$ cat config.mk
export PLATFORM = sky130hd
export DESIGN_NAME = mem_access_stage
export DESIGN_NICKNAME = d
export VERILOG_FILES = /design/src/rtl/mem_access_stage.sv
export SDC_FILE = /design/constraint.sdc
export NUM_CORES = 1
export LEC_CHECK = 0
export CAP_MARGIN = 20
export CORE_MARGIN = 2
export CORE_UTILIZATION = 32
export CTS_CLUSTER_SIZE = 28
export DETAILED_ROUTE_END_ITERATION = 8
export PLACE_DENSITY = 0.64
export SLEW_MARGIN = 15
export SYNTH_ARGS = -nofsm -noshare
export SYNTH_HDL_FRONTEND = slang
export SYNTH_SLANG_ARGS = --single-unit
$ cat constraint.sdc
create_clock -name clk -period 5.89 [get_ports clk]
set_clock_uncertainty 0.05 [all_clocks]
set_input_delay 1.178 -clock clk [delete_from_list [all_inputs] [get_ports clk]]
set_output_delay 1.178 -clock clk [all_outputs]
set_load 0.03 [all_outputs]
$ cat src/rtl/mem_access_stage.sv
// Memory-access stage: issues loads/stores on a req/ready bus, steers byte lanes,
// formats load data and stalls the pipeline until the access retires.
module mem_access_stage #(
    parameter int unsigned WAIT_LIMIT = 255
) (
    input  logic        clk,
    input  logic        reset,
    input  logic [31:0] ALUResultM_in,
    input  logic [31:0] WriteDataM_in,
    input  logic [2:0]  Funct3M_in,
    input  logic        MemReadM_in,
    input  logic        MemWriteM_in,
    input  logic [4:0]  RdM_in,
    input  logic [31:0] PCPlus4M_in,
    input  logic        RegWriteM_in,
    input  logic [1:0]  ResultSrcM_in,
    output logic [31:0] ALUResultM_out,
    output logic [31:0] ReadDataM_out,
    output logic [4:0]  RdM_out,
    output logic [31:0] PCPlus4M_out,
    output logic        RegWriteM_out,
    output logic [1:0]  ResultSrcM_out,
    output logic        StallM,
    output logic        FaultM,
    output logic        mem_req,
    output logic        mem_we,
    output logic [31:0] mem_addr,
    output logic [31:0] mem_wdata,
    output logic [3:0]  mem_wstrb,
    input  logic        mem_ready,
    input  logic [31:0] mem_rdata
);

    typedef enum logic [1:0] {StIdle, StBusy, StDone} state_e;

    state_e      state_q, state_d;
    logic [31:0] addr_q, wdata_q, read_data_q, cnt_q;
    logic [3:0]  wstrb_q;
    logic [2:0]  funct3_q;
    logic [1:0]  off_q;
    logic        we_q, fault_q;

    logic        access, is_load, legal, misaligned, start, req_fault, timeout;
    logic [31:0] st_wdata, ld_data;
    logic [3:0]  st_wstrb;
    logic [7:0]  ld_byte;
    logic [15:0] ld_half;

    // Request decode; a simultaneous read and write is treated as a load.
    always_comb begin
        access     = MemReadM_in | MemWriteM_in;
        is_load    = MemReadM_in;
        legal      = is_load ? (Funct3M_in inside {3'b000, 3'b001, 3'b010, 3'b100, 3'b101})
                             : (Funct3M_in inside {3'b000, 3'b001, 3'b010});
        misaligned = ((Funct3M_in[1:0] == 2'b01) && ALUResultM_in[0]) ||
                     ((Funct3M_in[1:0] == 2'b10) && (ALUResultM_in[1:0] != 2'b00));
        start      = access && legal && !misaligned;
        req_fault  = access && (!legal || misaligned);
        timeout    = (WAIT_LIMIT != 0) && (cnt_q == 32'(WAIT_LIMIT - 1));
    end

    always_comb begin
        unique case (Funct3M_in[1:0])
            2'b00: begin
                st_wdata = {4{WriteDataM_in[7:0]}};
                st_wstrb = 4'b0001 << ALUResultM_in[1:0];
            end
            2'b01: begin
                st_wdata = {2{WriteDataM_in[15:0]}};
                st_wstrb = 4'b0011 << ALUResultM_in[1:0];
            end
            default: begin
                st_wdata = WriteDataM_in;
                st_wstrb = 4'b1111;
            end
        endcase
    end

    always_comb begin
        ld_byte = mem_rdata[{off_q, 3'b000} +: 8];
        ld_half = off_q[1] ? mem_rdata[31:16] : mem_rdata[15:0];
        unique case (funct3_q)
            3'b000:  ld_data = {{24{ld_byte[7]}}, ld_byte};
            3'b001:  ld_data = {{16{ld_half[15]}}, ld_half};
            3'b100:  ld_data = {24'd0, ld_byte};
            3'b101:  ld_data = {16'd0, ld_half};
            default: ld_data = mem_rdata;
        endcase
    end

    always_ff @(posedge clk or posedge reset) begin
        if (reset) state_q <= StIdle;
        else       state_q <= state_d;
    end

    always_comb begin
        state_d = state_q;
        unique case (state_q)
            StIdle: begin
                if (start)          state_d = StBusy;
                else if (req_fault) state_d = StDone;
            end
            StBusy:  if (mem_ready || timeout) state_d = StDone;
            default: state_d = StIdle;
        endcase
    end

    always_ff @(posedge clk or posedge reset) begin
        if (reset) begin
            addr_q      <= '0;
            wdata_q     <= '0;
            wstrb_q     <= '0;
            we_q        <= 1'b0;
            funct3_q    <= '0;
            off_q       <= '0;
            fault_q     <= 1'b0;
            cnt_q       <= '0;
            read_data_q <= '0;
        end else begin
            unique case (state_q)
                StIdle: begin
                    if (start) begin
                        addr_q   <= {ALUResultM_in[31:2], 2'b00};
                        we_q     <= !is_load;
                        wstrb_q  <= is_load ? 4'b0000 : st_wstrb;
                        wdata_q  <= st_wdata;
                        funct3_q <= Funct3M_in;
                        off_q    <= ALUResultM_in[1:0];
                        cnt_q    <= '0;
                        fault_q  <= 1'b0;
                    end else if (req_fault) begin
                        fault_q <= 1'b1;
                        if (is_load) read_data_q <= '0;
                    end
                end
                StBusy: begin
                    cnt_q <= cnt_q + 32'd1;
                    if (mem_ready) begin
                        if (!we_q) read_data_q <= ld_data;
                    end else if (timeout) begin
                        fault_q <= 1'b1;
                        if (!we_q) read_data_q <= '0;
                    end
                end
                default: begin
                    fault_q <= 1'b0;
                    cnt_q   <= '0;
                end
            endcase
        end
    end

    always_comb begin
        StallM         = !reset && (((state_q == StIdle) && access) || (state_q == StBusy));
        mem_req        = (state_q == StBusy);
        mem_we         = (state_q == StBusy) && we_q;
        mem_wstrb      = (state_q == StBusy) ? wstrb_q : 4'b0000;
        mem_addr       = addr_q;
        mem_wdata      = wdata_q;
        FaultM         = (state_q == StDone) && fault_q;
        RegWriteM_out  = RegWriteM_in && !FaultM;
        ReadDataM_out  = read_data_q;
        ALUResultM_out = ALUResultM_in;
        RdM_out        = RdM_in;
        PCPlus4M_out   = PCPlus4M_in;
        ResultSrcM_out = ResultSrcM_in;
    end

endmodule

==> flow_summary_export.csv <==
group,metric,value,unit
clocking,clock_path_buffers,2,
logic_synthesis,ys_ff_latch,139,
logic_synthesis,syn_area,7380,µm²
routing,ant_nets,0,
timing,period_needed,4.06,ns
routing,drt_pass1_iterations,4,
pwr,leakagePower,4.29,nW
routing,wl_per_cell,17.7,µm
routing,wl,20900,µm
routing,drc,0,
logic_synthesis,synth.distinct_cells,50,
floorplanning,io_pins,320,
clocking,cts_setup_buffers,0,
global_routing,antenna_found_initial,0,
timing,setup_violations,0,
routing,num_vias,5982,
critical_path,crit_chain,"clkdlybuf4s50_1 > nor3_1 > nor3_1 > clkdlybuf4s50_1",
timing,relSlewSlack,0.336,
pwr,p_total,4.96,mW
place,routabilityCongestion,0.785,
clocking,numCtsBuffers,17,
routing,viasPerCell,5.06,
logic_synthesis,yosys_warnings,0,
place,io_buffers,239,
logic_synthesis,synthCells,730,
critical_path,rrSetupSlack,3.16,ns
logic_synthesis,synth-seq-area-share,0.471,
timing,drv_slew,0,
run_status,outcome,"complete, no violations",
clocking,postCtsHoldBufs,0,
clocking,cts-resized-gates,0,
critical_path,slowest_stage,"clkdlybuf4s50_1",
critical_path,max_stage_delay,0.70,ns
final_layout,multi_input_area,3130,µm²
final_layout,layout.nets,1030,
timing,rsz0062_at_grt,"false",
critical_path,required,4.66,ns
global_routing,gr-total-overflow,0,
final_layout,layout-drive-gt1-share,0.106,
clocking,clkLatencyLatePin,0.42,ns
clocking,root_buffer,"clkbuf_16",
critical_path,cp.arrival,2.84,ns
clocking,cts_tree,"built",
floorplanning,die-area,24300,µm²
global_routing,grt_pass1_vias,5954,
timing,fmax,246,MHz
final_layout,regArea,3480,µm²
critical_path,end_kind,"primary output",
timing,fin_setup_tns,0,ns
floorplanning,start_util,0.326,
place,hpwl,14700,µm
floorplanning,die_h,156,µm
timing,fin_crit_sh,0.690,
final_layout,area_delta_synth_final,36.6,%
floorplanning,row_count,55,
critical_path,critPathKind,"in2out",
min_path,hp-class,"reg2reg",
global_routing,grt_pass1_wl,32500,µm
clocking,cts_sinks,139,
clocking,cts_max_level,4,
floorplanning,die_w,156,µm
routing,drt_iter0_markers,385,
final_layout,diodes,0,
timing,hold_violations,0,
critical_path,cp-start-kind,"primary input",
pwr,ir_drop,239,µV
critical_path,path_max_fanout,11,
floorplanning,coreArea,22600,µm²
job,cap_viol_max_count,0,
logic_synthesis,synth.avg_cell_area,10.1,µm²
clocking,clk_pin_slew,0.06,ns
global_routing,grt_max_degree,89,
final_layout,fill_cells,2116,
pwr,power_per_cell_area,491,nW/µm²
timing,worst_slew_pin_slew,0.996,ns
global_routing,grtUsageTotal,0.170,
==> final timing paths <==
| kind | end | cells after the start | from |
|---|---|---|---|
| setup reg to reg | ReadDataM_out[21]$_DFFE_PP0P_ | 5 | off_q[1]$_DFFE_PP0P_ |
| max in group asynchronous | cnt_q[12]$_DFFE_PP0P_ | 3 | reset |
| min in group asynchronous | mem_addr[25]$_DFFE_PP0P_ | 2 | reset |
| setup / recovery | StallM | 4 | MemReadM_in |
| hold reg to reg | wstrb_q[0]$_DFFE_PP0P_ | 2 | wstrb_q[0]$_DFFE_PP0P_ |
| hold / removal | wstrb_q[0]$_DFFE_PP0P_ | 2 | wstrb_q[0]$_DFFE_PP0P_ |
==> area by class of cell <==
| type | count | area share |
|---|---|---|
| multi-input cells | 461 | 0.311 |
| flip-flops and latches | 139 | 0.345 |
| clock inverters | 14 | 0.0146 |
| repair buffers | 250 | 0.246 |
| inverters | 15 | 0.00608 |
| well taps | 285 | 0.0353 |
| clock buffers | 18 | 0.0425 |
==> metal layers <==
layer | routed length (µm) | vias up | share of wire | GRT usage
met4 | 330 | 0 | 0.016 | 0.0585
li1 | - | 2859 | - | -
met2 | 9930 | 204 | 0.48 | 0.272
met3 | 1260 | 21 | 0.060 | 0.0414
met5 | 0 | - | 0 | 0
met1 | 9380 | 2898 | 0.45 | 0.225
==> per-stage QoR <==
step / utilization / instances / area [µm²] / hold WS, ns / worst slack (ns)
after global placement: 0.419 / 1149 / 9500 / 0.406 / 1.75
after detailed placement: 0.419 / 1149 / 9500 / 0.412 / 1.70
after floorplan: - / 731 / 7390 / 0.390 / 0.937
after global routing: 0.446 / 1182 / 10100 / 0.445 / 1.68
after CTS: 0.445 / 1181 / 10100 / 0.425 / 1.81
final: 0.446 / 1182 / 10100 / 0.422 / 1.83
==> power breakdown <==
| group | leakage [nW] | internal [mW] | switching [mW] |
|---|---|---|---|
| clock network | 0.280 | 0.624 | 0.435 |
| logic | 2.22 | 1.02 | 1.32 |
| registers | 1.79 | 1.32 | 0.241 |
==> synth_stat cells, drive strengths merged <==
cell type  number  area [µm²]
nand3          17        85.1
a22o           17         149
buf            92         658
xor2            1        8.76
nor2           39         146
o311ai          1        8.76
o21ai          77         385
nor3b           1        7.51
nand3b          1        7.51
mux2i          34         340
or3             4        25.0
o211ai          6        45.0
a41oi           1        8.76
and3            9        56.3
nand2          59         221
o31ai           8        60.1
mux2           43         556
nor3            7        40.0
and2            2        12.5
nor4            8        71.3
a311oi          1        8.76
inv            15        56.3
ha              2        25.0
o2bb2a          1        10.0
a21o            7        52.6
or4             4        30.0
a21oi          22         114
a211oi          7        52.6
mux4            1        22.5
conb            1        3.75
and4            4        35.0
clkbuf         24        90.1
nand2b         28         175
o32ai           1        8.76
nand4          19         119
a31oi           7        43.8
dfrtp         139        3480
a32o            8        80.1
o22ai           6        37.5
nor2b           3        18.8
and4bb          1        12.5
o41ai           2        17.5
==> registers in the layout, summed over array words and instances (netlist names) <==
register / flops
off_q: 2
funct3_q: 3
we_q: 1
wstrb_q: 4
mem_wdata: 32
state_q: 2
mem_addr: 30
cnt_q: 32
ReadDataM_out: 32
fault_q: 1
==> cells in the final DEF (no fill, tap or decap), types with 7 or more instances in the layout <==
cell | Yosys | final
clkdlybuf4s50_1 | 0 | 239
dfrtp_1 | 139 | 139
o21ai_0 | 77 | 77
nand2_1 | 59 | 59
nor2_1 | 39 | 39
mux2i_1 | 34 | 34
nand2b_1 | 28 | 28
mux2_2 | 24 | 24
a21oi_1 | 21 | 21
nand4_1 | 19 | 19
mux2_4 | 19 | 19
nand3_1 | 17 | 17
a22o_1 | 17 | 17
clkbuf_16 | 0 | 17
inv_1 | 15 | 14
buf_4 | 73 | 10
and3_1 | 9 | 9
o31ai_1 | 8 | 8
a32o_1 | 8 | 8
a211oi_1 | 7 | 7
a21o_1 | 7 | 7
a31oi_1 | 7 | 7
==> worst max-delay path, delay by kind of cell <==
| kind | cells | cell delay, ns |
|---|---|---|
| buf+inv | 2 | 1.40 |
| simple gates | 2 | 0.25 |
==> cell families after synthesis <==
kind of cell / share of synthesized area
simple gates: 0.144
compound gates: 0.147
flops: 0.471
buf+inv: 0.109
mux: 0.124
fa+ha+maj: 0.00339
other cells: 0.000508
xor+xnor: 0.00119
Note: power is estimated with default switching activity, not from simulation.
